==> src/rtl/branch_predict_ctrl.sv <==
// Branch predictor and redirect controller: 2-bit saturating counter table
// indexed by PC, combinational fetch prediction, EX-stage resolution with
// one-shot redirect/flush sequencing that holds through pipeline stalls.
module branch_predict_ctrl #(
  parameter int unsigned WIDTH       = 32,
  parameter int unsigned BHT_ENTRIES = 16
) (
  input  logic             clk,
  input  logic             rst_n,
  input  logic [WIDTH-1:0] if_pc,
  input  logic             if_is_branch,
  input  logic [WIDTH-1:0] if_target,
  output logic             pred_taken,
  output logic [WIDTH-1:0] pred_next_pc,
  input  logic             ex_valid,
  input  logic [WIDTH-1:0] ex_pc,
  input  logic             ex_taken,
  input  logic             ex_pred_taken,
  input  logic [WIDTH-1:0] ex_target,
  input  logic             stall,
  output logic             redirect,
  output logic [WIDTH-1:0] redirect_pc,
  output logic             flush,
  output logic [31:0]      branch_count,
  output logic [31:0]      mispredict_count
);

  localparam int unsigned IDX_BITS = $clog2(BHT_ENTRIES);

  typedef enum logic {IDLE, REDIRECT} state_t;

  state_t              state;
  logic [1:0]          bht [BHT_ENTRIES];
  logic [IDX_BITS-1:0] if_idx;
  logic [IDX_BITS-1:0] ex_idx;
  logic                accept;
  logic                mispredict;

  assign if_idx     = if_pc[IDX_BITS+1:2];
  assign ex_idx     = ex_pc[IDX_BITS+1:2];
  assign accept     = ex_valid & ~stall & (state == IDLE);
  assign mispredict = ex_taken ^ ex_pred_taken;

  // Fetch-side prediction; reads the registered table so a same-cycle update
  // is only visible from the following cycle.
  always_comb begin
    pred_taken   = if_is_branch & bht[if_idx][1];
    pred_next_pc = pred_taken ? if_target : (if_pc + WIDTH'(4));
  end

  // Saturating counter update for each accepted resolution.
  always_ff @(posedge clk or negedge rst_n) begin
    if (!rst_n) begin
      for (int unsigned i = 0; i < BHT_ENTRIES; i++) begin
        bht[i] <= 2'b01;
      end
    end else if (accept) begin
      if (ex_taken) begin
        if (bht[ex_idx] != 2'b11) bht[ex_idx] <= bht[ex_idx] + 2'b01;
      end else begin
        if (bht[ex_idx] != 2'b00) bht[ex_idx] <= bht[ex_idx] - 2'b01;
      end
    end
  end

  // Redirect FSM with registered redirect/flush/redirect_pc outputs.
  always_ff @(posedge clk or negedge rst_n) begin
    if (!rst_n) begin
      state       <= IDLE;
      redirect    <= 1'b0;
      flush       <= 1'b0;
      redirect_pc <= '0;
    end else begin
      case (state)
        IDLE: begin
          if (accept && mispredict) begin
            state       <= REDIRECT;
            redirect    <= 1'b1;
            flush       <= 1'b1;
            redirect_pc <= ex_taken ? ex_target : (ex_pc + WIDTH'(4));
          end
        end
        REDIRECT: begin
          if (!stall) begin
            state    <= IDLE;
            redirect <= 1'b0;
            flush    <= 1'b0;
          end
        end
        default: begin
          state    <= IDLE;
          redirect <= 1'b0;
          flush    <= 1'b0;
        end
      endcase
    end
  end

  // Saturating resolution and misprediction statistics.
  always_ff @(posedge clk or negedge rst_n) begin
    if (!rst_n) begin
      branch_count     <= '0;
      mispredict_count <= '0;
    end else if (accept) begin
      if (branch_count != '1) branch_count <= branch_count + 32'd1;
      if (mispredict && (mispredict_count != '1)) begin
        mispredict_count <= mispredict_count + 32'd1;
      end
    end
  end

endmodule

==> config.mk <==
export PLATFORM = sky130hd
export DESIGN_NAME = branch_predict_ctrl
export DESIGN_NICKNAME = d
export VERILOG_FILES = /design/src/rtl/branch_predict_ctrl.sv
export SDC_FILE = /design/constraint.sdc
export NUM_CORES = 1
export LEC_CHECK = 0
export ABC_AREA = 1
export CELL_PAD_IN_SITES_DETAIL_PLACEMENT = 0
export CELL_PAD_IN_SITES_GLOBAL_PLACEMENT = 1
export CORE_MARGIN = 2
export CORE_UTILIZATION = 30
export CTS_CLUSTER_DIAMETER = 40
export DETAILED_ROUTE_END_ITERATION = 7
export PLACE_DENSITY = 0.79
export SYNTH_ARGS = -nofsm -noshare
export SYNTH_HDL_FRONTEND = slang
export SYNTH_SLANG_ARGS = --single-unit
==> constraint.sdc <==
create_clock -name clk -period 5.7 [get_ports clk]
set_input_delay 1.71 -clock clk [delete_from_list [all_inputs] [get_ports clk]]
set_output_delay 1.71 -clock clk [all_outputs]
set_load 0.005 [all_outputs]
==> results.py, run 1 <==
metrics = {
    "die": {
        "core_area_sq_um": 32500,
        "initial_core_util_pct": 30.5,
        "dieArea_sq_um": 34400,
        "fp.dieW_um": 186,
        "io_pins": 266,
        "die_height_um": 186,
        "fp-row-count": 66,
    },
    "cts": {
        "cts.sinks": 130,
        "hold_buffers": 0,
        "cts_resized": 0,
        "root_buffer": "clkbuf_16",
        "path_clk_slew_ns": 0.06,
        "cts_buffer_depth": 2,
        "cts_tree": "built",
        "htreeDepth": 4,
        "clk_latency_ns": 0.44,
        "post-cts-setup-buffers": 0,
        "cts_buffers": 17,
    },
    "placed_design": {
        "dpl_cell_area_sq_um": 13000,
        "hpwlAfterDp_um": 24900,
        "globalplace.congestion": 0.877,
        "port_buffers": 265,
    },
    "finish": {
        "utilization_pct": 42.1,
        "area_growth_pct": 38.1,
        "fillers": 3436,
        "final_area_sq_um": 13600,
        "layout-drive-gt1-share_pct": 5.68,
        "layout.nets": 1979,
    },
    "synthesis": {
        "netlist_top_cells_area": "dfrtp_1, nand2_1, nor2_1, dfstp_2, inv_1",
        "synth_seq_area_share_pct": 33.1,
        "synthFlopType": "dfrtp_1",
        "synth_cells": 1580,
        "yosysTopAreaCell": "dfrtp_1",
        "syn-num-nets": 1724,
        "synth.most_common_cell": "nand2_1",
        "synth_area_per_cell_sq_um": 6.26,
        "synthesis.area_sq_um": 9890,
        "ys_ff_latch": 130,
        "yosysWarningCount": 0,
        "synthTopCellsByCount": "nand2_1, nor2_1, dfrtp_1",
        "yosysTopAreaCellShare_pct": 28.9,
        "postSynth.asyncResetShare_pct": 100,
        "ys_types": 38,
        "synth-edff-count": 0,
    },
    "routing": {
        "drtAntennaViolNets": 0,
        "wl_per_cell_um": 14.2,
        "totalWireLength_um": 32600,
        "first_pass_iters": 6,
        "drt_iter0_markers": 555,
        "drc": 0,
        "post_drt_via_cell_ratio": 4.60,
        "vias": 10500,
    },
    "critical_path": {
        "slowest_delay_ns": 0.54,
        "worstPathArrival_ns": 3.76,
        "path_class": "input pin to output port",
        "worstPathCellList": "clkdlybuf4s50_1, nand2_1, nor2_1, nand3_1, nor2_1, xor2_1, nand2_1, nand2_1, clkdlybuf4s50_1",
        "slowest_stage": "clkdlybuf4s50_1",
        "startpoint_type": "input pin",
        "critPathRequiredTime_ns": 3.99,
        "cp-end-kind": "output port",
        "cp_top_family": "buffers and inverters",
        "cp.buffers_inverters": 2,
        "crit_fanout": 3,
        "path_common_cell": "nand2_1",
    },
    "sta": {
        "hold_violations": 0,
        "fin_crit_ns": 5.47,
        "setup_viol": 0,
        "max_freq_mhz": 183,
        "clock_skew_ns": 0.0139,
        "worstMarginPinSlew_ns": 1.18,
        "fin_setup_tns_ns": 0,
        "slew_headroom_pct": 21.2,
        "fin_crit_sh_pct": 96.0,
        "drv_slew": 0,
        "rsz0062_at_grt": "false",
    },
    "min_path": {
        "hp-class": "register to register",
    },
    "global_routing": {
        "antenna_found_initial": 0,
        "grt_pass1_wl_um": 52500,
        "grt_remaining_overflow": 0,
        "grt_usage_pct": 19.1,
        "grt_pass1_vias": 10100,
        "grt_max_degree": 73,
    },
    "pwr": {
        "pwr_density_cell_nw_per_um2": 249,
        "power_mw": 3.40,
        "p_leak_nw": 6.12,
        "ir_drop_uv": 297,
    },
    "job": {
        "maxCapViolations": 0,
    },
    "outcome": {
        "run_status": "finished clean",
    },
}
## per-stage QoR
step | hold WS [ns] | instances | setup slack [ns]
global route | 0.487 | 2290 | 0.0220
detailed placement | 0.456 | 2258 | 0.0219
finish | 0.467 | 2291 | 0.229
global placement | 0.453 | 2258 | 0.0724
CTS | 0.467 | 2290 | 0.0124
floorplan | 0.444 | 1580 | 1.25
## cell usage in the layout, fill, tap and decap left out, types with 2 or more instances in the layout
cell,netlist,layout
nand3_1,52,52
inv_6,0,2
o21ai_0,48,48
nand3_2,3,3
nor2_2,6,8
nand3b_1,26,26
clkbuf_16,0,17
nor2_1,252,250
clkbuf_8,0,4
bufinv_16,0,5
clkinv_4,0,2
dfstp_2,16,16
o21ai_2,3,3
nor3_1,4,4
xnor2_1,34,34
nand4_1,42,42
inv_2,4,4
o22ai_1,2,2
nor2_4,11,11
nand2_1,709,709
a21boi_0,8,8
nand2_4,3,3
o21ai_1,14,14
inv_1,103,103
and2_1,5,5
clkdlybuf4s50_1,0,261
nand2_2,4,4
dlymetal6s2s_1,0,3
a31oi_1,4,4
ha_1,9,9
xor2_1,33,33
buf_12,0,3
buf_4,7,15
dfrtp_1,114,114
o21a_1,2,2
a21oi_1,17,17
## power by group
group          switching, mW  internal [mW]
Clock                  0.444          0.827
Combinational          0.427          0.469
Sequential             0.132           1.10
## area by class of cell
cell class              count  area, sq um  share of cell area, %
diodes                      1         2.50                 0.0183
clock buffers              21          480                   3.52
clock inverters            11          198                   1.45
inverters                 109          412                   3.02
multi-input cells        1295         5910                   43.3
flip-flops and latches    130         3270                   24.0
well taps                 442          553                   4.05
repair buffers            282         2820                   20.7
## metal layers
layer | GRT usage (%) | share of wire [%]
met5 | 0 | 0
met4 | 3.97 | 1.0
met3 | 5.13 | 7.2
met2 | 31.9 | 46
met1 | 24.9 | 46
## kinds of logic (layout without fill, tap and decap cells)
kind of cell	count (synthesis)	after routing	share of synthesized area (%)
mux	1	1	0.101
buf+inv	155	423	7.18
xor+xnor	68	68	6.10
compound gates	99	99	5.49
fa+ha+maj	9	9	1.14
other cells	0	1	0
simple gates	1118	1118	46.9
flops	130	130	33.1
## tightest hold or removal path, cell delays in order (launching register included)
cell	delay, ns
dfstp_2	0.37
nand2_1	0.05
nand2_1	0.05
## final timing paths
| check | from | endpoint | slack [ns] | depth (start not counted) |
|---|---|---|---|---|
| min in group asynchronous | rst_n | redirect_pc[21] | 1.35 | 1 |
| min | register | register | 0.47 | 2 |
| max | if_pc[12] | pred_next_pc[13] | 0.23 | 9 |
| min reg2reg | register | register | 0.47 | 2 |
| max in group asynchronous | rst_n | asynchronous set/reset pin | 3.44 | 2 |
| max reg2reg | register | register | 3.01 | 16 |
No activity file was read; power rests on OpenSTA's default activity.
==> inputs of run 2 (changes only) <==
--- a/config.mk
+++ b/config.mk
@@ -16,3 +16,4 @@
 export SYNTH_ARGS = -nofsm -noshare
 export SYNTH_HDL_FRONTEND = slang
 export SYNTH_SLANG_ARGS = --single-unit
+export TNS_END_PERCENT = 20
==> results of run 2 <==
The final DEF is identical to that of run 1; final timing and power are the same.
